[config.mk]
export PLATFORM = sky130hd
export DESIGN_NAME = apb_i2s
export DESIGN_NICKNAME = d
export VERILOG_FILES = /design/src/rtl/apb_i2s.sv
export SDC_FILE = /design/constraint.sdc
export NUM_CORES = 1
export LEC_CHECK = 0
export CAP_MARGIN = 20
export CORE_MARGIN = 2
export CORE_UTILIZATION = 57
export DETAILED_ROUTE_END_ITERATION = 7
export MAX_ROUTING_LAYER = met4
export PLACE_DENSITY = 0.86
export SLEW_MARGIN = 0
export SYNTH_ARGS = -nofsm -noshare
export SYNTH_HDL_FRONTEND = slang
export SYNTH_SLANG_ARGS = --single-unit
[constraint.sdc]
create_clock -name i_clk -period 7.7 [get_ports i_clk]
set_input_delay 1.54 -clock i_clk [delete_from_list [all_inputs] [get_ports i_clk]]
set_output_delay 1.54 -clock i_clk [all_outputs]
set_load 0.02 [all_outputs]
[src/rtl/apb_i2s.sv]
// APB3 slave feeding a stereo TX FIFO, serialized as a Philips I2S master (SCK/WS/SD).
// Latency: APB zero wait states; first left MSB on SD 2*(DIV+1) clocks after EN is set.
// Backpressure: TXDATA write to a full FIFO errors (pslverr) and is dropped; empty FIFO at frame start sends zeros and sets UNDERRUN.
module apb_i2s #(
    parameter int FIFO_DEPTH = 4,
    parameter int DIV_W      = 8
) (
    input  logic        i_clk,
    input  logic        i_rst_n,
    input  logic [11:0] apb_paddr,
    input  logic        apb_psel,
    input  logic        apb_penable,
    input  logic        apb_pwrite,
    input  logic [31:0] apb_pwdata,
    output logic [31:0] apb_prdata,
    output logic        apb_pready,
    output logic        apb_pslverr,
    output logic        i2s_sck,
    output logic        i2s_ws,
    output logic        i2s_sd
);

    localparam int AW = $clog2(FIFO_DEPTH);
    localparam int LW = AW + 1;

    // APB decode
    logic       access;
    logic       addr_ok;
    logic [1:0] reg_sel;
    logic       wr_ctrl;
    logic       wr_div;
    logic       wr_status;
    logic       wr_txd;

    assign access    = apb_psel & apb_penable;
    assign addr_ok   = (apb_paddr[11:4] == 8'd0);
    assign reg_sel   = apb_paddr[3:2];
    assign wr_ctrl   = access & apb_pwrite & addr_ok & (reg_sel == 2'd0);
    assign wr_div    = access & apb_pwrite & addr_ok & (reg_sel == 2'd1);
    assign wr_status = access & apb_pwrite & addr_ok & (reg_sel == 2'd2);
    assign wr_txd    = access & apb_pwrite & addr_ok & (reg_sel == 2'd3);

    // Registers and state
    logic             en;
    logic [DIV_W-1:0] div;
    logic [DIV_W-1:0] div_act;
    logic [DIV_W-1:0] div_cnt;
    logic [4:0]       cnt;
    logic [31:0]      shreg;
    logic             underrun;

    // FIFO
    logic [31:0]    mem [FIFO_DEPTH];
    logic [LW-1:0]  wr_ptr;
    logic [LW-1:0]  rd_ptr;
    logic [LW-1:0]  level;
    logic           full;
    logic           empty;
    logic           fifo_clr;
    logic           push;
    logic           pop;
    logic [31:0]    head;

    // Serializer control
    logic       run;
    logic       wrap;
    logic       fall;
    logic       load;
    logic [4:0] cnt_nx;

    assign level    = wr_ptr - rd_ptr;
    assign full     = (level == LW'(FIFO_DEPTH));
    assign empty    = (level == '0);
    assign head     = mem[rd_ptr[AW-1:0]];
    assign fifo_clr = wr_ctrl & apb_pwdata[1];
    assign pop      = load & ~empty;
    // a pop in the same clock frees the slot, so a push to a full FIFO is still taken
    assign push     = wr_txd & (~full | pop);

    // Disabling takes effect on the write edge itself so no frame start (and pop) slips in.
    assign run    = en & ~(wr_ctrl & ~apb_pwdata[0]);
    assign wrap   = run & (div_cnt == div_act);
    assign fall   = wrap & i2s_sck;
    assign load   = fall & (cnt == 5'd31);
    assign cnt_nx = cnt + 5'd1;

    assign apb_pready  = 1'b1;
    assign apb_pslverr = access & (~addr_ok | (apb_pwrite & (reg_sel == 2'd3) & full & ~pop));

    // Combinational read mux, only driven during a valid access phase
    always_comb begin
        apb_prdata = '0;
        if (access && addr_ok) begin
            case (reg_sel)
                2'd0: apb_prdata[0] = en;
                2'd1: apb_prdata[DIV_W-1:0] = div;
                2'd2: begin
                    apb_prdata[0]   = full;
                    apb_prdata[1]   = empty;
                    apb_prdata[2]   = underrun;
                    apb_prdata[7:4] = 4'(level);
                end
                default: apb_prdata = '0;
            endcase
        end
    end

    // Control registers and sticky underrun flag (set beats W1C)
    always_ff @(posedge i_clk or negedge i_rst_n) begin
        if (!i_rst_n) begin
            en       <= 1'b0;
            div      <= DIV_W'(3);
            underrun <= 1'b0;
        end else begin
            if (wr_ctrl) en <= apb_pwdata[0];
            if (wr_div) div <= apb_pwdata[DIV_W-1:0];
            if (load && empty) underrun <= 1'b1;
            else if (wr_status && apb_pwdata[2]) underrun <= 1'b0;
        end
    end

    // FIFO pointers; clear overrides any push or pop in the same clock
    always_ff @(posedge i_clk or negedge i_rst_n) begin
        if (!i_rst_n) begin
            wr_ptr <= '0;
            rd_ptr <= '0;
        end else if (fifo_clr) begin
            wr_ptr <= '0;
            rd_ptr <= '0;
        end else begin
            if (push) wr_ptr <= wr_ptr + LW'(1);
            if (pop)  rd_ptr <= rd_ptr + LW'(1);
        end
    end

    // FIFO storage, no reset needed since empty gates every read
    always_ff @(posedge i_clk) begin
        if (push && !fifo_clr) mem[wr_ptr[AW-1:0]] <= apb_pwdata;
    end

    // Bit-clock divider and frame serializer; everything parks at idle when not running
    always_ff @(posedge i_clk or negedge i_rst_n) begin
        if (!i_rst_n) begin
            div_cnt <= '0;
            div_act <= DIV_W'(3);
            cnt     <= 5'd31;
            shreg   <= '0;
            i2s_sck <= 1'b0;
            i2s_ws  <= 1'b0;
            i2s_sd  <= 1'b0;
        end else if (!run) begin
            div_cnt <= '0;
            div_act <= div;
            cnt     <= 5'd31;
            i2s_sck <= 1'b0;
            i2s_ws  <= 1'b0;
            i2s_sd  <= 1'b0;
        end else begin
            if (wrap) begin
                div_cnt <= '0;
                div_act <= div;
                i2s_sck <= ~i2s_sck;
            end else begin
                div_cnt <= div_cnt + DIV_W'(1);
            end
            if (fall) begin
                cnt    <= cnt_nx;
                // WS leads each channel's MSB by one bit (cnt 15..30 is right)
                i2s_ws <= (cnt_nx >= 5'd15) && (cnt_nx != 5'd31);
                if (load) begin
                    i2s_sd <= empty ? 1'b0 : head[31];
                    shreg  <= empty ? 32'd0 : {head[30:0], 1'b0};
                end else begin
                    i2s_sd <= shreg[31];
                    shreg  <= {shreg[30:0], 1'b0};
                end
            end
        end
    end

endmodule

==> flow_metrics.env <==
export IMPL_p_leak_nw=3.81
export IMPL_insertion_delay_ps=440
export IMPL_synthAdderAreaFrac_pct=2.38
export IMPL_wl_per_cell_um=20.2
export IMPL_track_usage_pct=22.4
export IMPL_final_area_um2=10000
export IMPL_synth_compound_area_share_pct=6.46
export IMPL_power_mw=2.09
export IMPL_root_buffer="clkbuf_16"
export IMPL_critical_path_buf_inv_count=2
export IMPL_route_detailed_drc=0
export IMPL_overflow=0
export IMPL_cts_hold_buf=0
export IMPL_clock_sinks=199
export IMPL_period_share_pct=77.1
export IMPL_async_reset_ff_share_pct=35.7
export IMPL_grt_antenna_before_repair=0
export IMPL_path_depth=7
export IMPL_synth_edf_count=128
export IMPL_fillers=967
export IMPL_start_util_pct=57.9
export IMPL_synth_xor_area_share_pct=1.86
export IMPL_vias=5303
export IMPL_path_class="in2out"
export IMPL_dp_cells=830
export IMPL_slew_viol_final=0
export IMPL_antenna_left=0
export IMPL_power_frac_clock_pct=42.4
export IMPL_crit_required_ps=6160
export IMPL_synth_cell_types=57
export IMPL_core_area_um2=15100
export IMPL_syn_area_um2=8740
export IMPL_postCtsSetupBuffers=0
export IMPL_dieArea_um2=16300
export IMPL_drtIter0Drc=524
export IMPL_synth_mux_area_share_pct=10.4
export IMPL_portBuffers=58
export IMPL_dieHeight_um=128
export IMPL_nets=727
export IMPL_gp_congestion=0.882
export IMPL_synth_flop_cell="edfxtp_1"
export IMPL_drv_cap=0
export IMPL_slowest_stage="or4_1"
export IMPL_status="complete, no violations"
export IMPL_syn_area_per_cell_um2=14.4
export IMPL_ioPinCount=86
export IMPL_clk_path_buf_depth=2
export IMPL_dpl_instance_area_um2=9370
export IMPL_drt_pass1_iterations=5
export IMPL_synthCells=608
export IMPL_yosysWarningCount=0
export IMPL_yosys_area_share_simple_pct=9.81
export IMPL_fp_row_count=45
export IMPL_peakVddDrop_v=0.000177
export IMPL_crit_path_frequent_cell="clkdlybuf4s50_1"
export IMPL_arrival_ps=4400
export IMPL_grt_pass1_vias=5412
export IMPL_synth_top_area_cell="edfxtp_1"
export IMPL_critical_path_top_delay_family="simple AND/OR/NAND/NOR gates"
export IMPL_fin_skew_ps=11.7
export IMPL_end_kind="output port"
export IMPL_cts_tree="done"
export IMPL_hold_viol=0
export IMPL_areaGrowthSynthToFinish_pct=14.4
export IMPL_cpPeakStageDelay_ps=680
export IMPL_synth_top_cell_area_share_pct=44.0
export IMPL_grt_pass1_wl_um=27000
export IMPL_hold_class="reg2reg"
export IMPL_wl_um=17400
export IMPL_rsz0062_at_grt="no"
export IMPL_r2r_cells=9
export IMPL_synth_top_family_by_area="multiplexers"
export IMPL_crit_fanout=8
export IMPL_final_min_clock_period_ps=5940
export IMPL_htree_levels=4
export IMPL_setup_violations_final=0
export IMPL_viasPerCell=6.14
export IMPL_hold_depth=2
export IMPL_setup_tns_ps=0
export IMPL_p_sw_uw=438
export IMPL_path_clk_slew_ps=70
export IMPL_grt_max_degree=72
export IMPL_timing_critical_path_cells="clkdlybuf4s50_1, or4_1, o41a_1, and3_4, or3_1, a21oi_1, clkdlybuf4s50_1"
export IMPL_ys_ff_latch=199
export IMPL_fmax_mhz=168
export IMPL_cts_resized=0
export IMPL_die_w_um=128
export IMPL_cp_start_kind="primary input"
export IMPL_synthTopCellsByArea="edfxtp_1 44%, dfrtp_1 18%, mux4_2 8.2%"
export IMPL_antennaDiodeCount=0
export IMPL_sequentialPowerShare_pct=54.6
export IMPL_pwr_density_cell_nw_per_um2=209
export IMPL_drive_gt1_share_pct=15.6
export IMPL_cts_made_buffers=17
export IMPL_worstMarginPinSlew_ps=1060
export IMPL_dp_hpwl_um=10000
export IMPL_sw_frac_of_total_pct=21.0
export IMPL_fin_cells=863
export IMPL_synth_seq_area_share_pct=64.4
export IMPL_p_int_mw=1.65
export IMPL_slew_headroom_pct=29.0
export IMPL_comb_power_share_pct=2.9
[Yosys cell counts, types with 2 or more instances]
cell / instances
mux2_2: 9
ha_1: 15
inv_1: 15
a21oi_1: 39
nand3b_1: 2
buf_4: 26
xor2_1: 10
mux4_2: 32
and3_1: 40
buf_6: 3
a211oi_1: 2
o22ai_1: 2
or3_1: 4
mux2_1: 8
nand2_1: 45
or4_1: 3
a22oi_1: 4
dfstp_2: 9
buf_2: 9
o211ai_1: 2
conb_1: 2
xnor2_1: 6
nor4b_1: 2
o41a_1: 2
nand3_1: 13
nor4_2: 4
edfxtp_1: 128
nand4_1: 4
dfrtp_1: 62
nor2_1: 25
nor3b_1: 3
clkbuf_1: 17
o21ai_1: 5
nand4b_1: 2
o21ai_0: 32
[worst paths after layout]
check	from	slack [ps]	to
hold / removal	shreg[31]	480	shreg[31]
setup / recovery	apb_paddr[5]	1760	apb_pslverr
max in group asynchronous	i_rst_n	5740	rd_ptr[0]
min in group asynchronous	i_rst_n	1310	wr_ptr[1]
hold reg to reg	shreg[31]	480	shreg[31]
setup reg to reg	rd_ptr[0]	4150	mem[0][26]
[registers in the layout, summed over array words and instances (netlist names)]
name,count
i2s_ws,1
div_cnt,8
en,1
mem,128
div,8
cnt,5
underrun,1
rd_ptr,3
div_act,8
i2s_sck,1
wr_ptr,3
i2s_sd,1
shreg,31
[placed cells by master, fill, tap and decap left out, types with 5 or more instances in the layout]
cell type,n
xor2_1,10
o21ai_1,5
nand3_1,13
dfstp_2,9
and3_1,40
conb_1,25
clkbuf_16,17
edfxtp_1,128
clkdlybuf4s50_1,57
dfrtp_1,61
nand2_1,45
mux2_2,9
mux2_1,8
xnor2_1,6
buf_4,9
nor2_1,25
mux4_2,32
a21oi_1,39
ha_1,15
o21ai_0,32
inv_1,15
[layout make-up]
class	instances	area (um2)	share of cell area, %
well taps	188	235	2.35
inverters	15	56.3	0.563
repair buffers	68	671	6.71
clock inverters	15	173	1.73
multi-input cells	361	2800	28.0
clock buffers	17	425	4.26
flip-flops and latches	199	5630	56.3
[cell families (layout without fill, tap and decap cells)]
group,count (synthesis),in the layout
AND/OR/NAND/NOR,156,156
AO/OA/AOI/OAI,98,98
XOR/XNOR,17,17
multiplexers,49,49
flip-flops,199,199
other,2,25
buffers and inverters,71,115
adder cells (fa/ha/maj),16,16
[per-layer routing]
layer  global-route usage (%)  routed length, um
met1                     26.2               6620
met2                     37.1               9190
met3                     4.38               1120
met4                     11.6                493
met5                        -                  0
[power by group through the flow]
stage / clock, mW / combinational (mW) / sequential (mW)
3_3_place_gp: 0 / 0.0580 / 1.16
5_1_grt: 0.935 / 0.0669 / 1.14
3_5_place_dp: 0 / 0.0611 / 1.16
2_1_floorplan: 0 / 0.0282 / 1.16
4_1_cts: 0.894 / 0.0614 / 1.14
6_report: 0.885 / 0.0612 / 1.14
[stage by stage]
step | setup slack [ps] | hold slack (ps) | utilization [%]
after floorplan | 1140 | 450 | -
after global placement | 1790 | 462 | 62.1
after detailed placement | 1760 | 470 | 62.1
after CTS | 1750 | 488 | 66.1
after global routing | 1680 | 512 | 66.3
final | 1760 | 485 | 66.3
[worst reg2reg max path: cells and delay by family, from the launching register on]
| kind | cells | cell delay, ps |
|---|---|---|
| flops | 1 | 350 |
| fa+ha+maj | 2 | 640 |
| buf+inv | 3 | 880 |
| xor+xnor | 1 | 300 |
| compound gates | 1 | 200 |
| simple gates | 2 | 870 |
No activity file was read; power rests on OpenSTA's default activity.
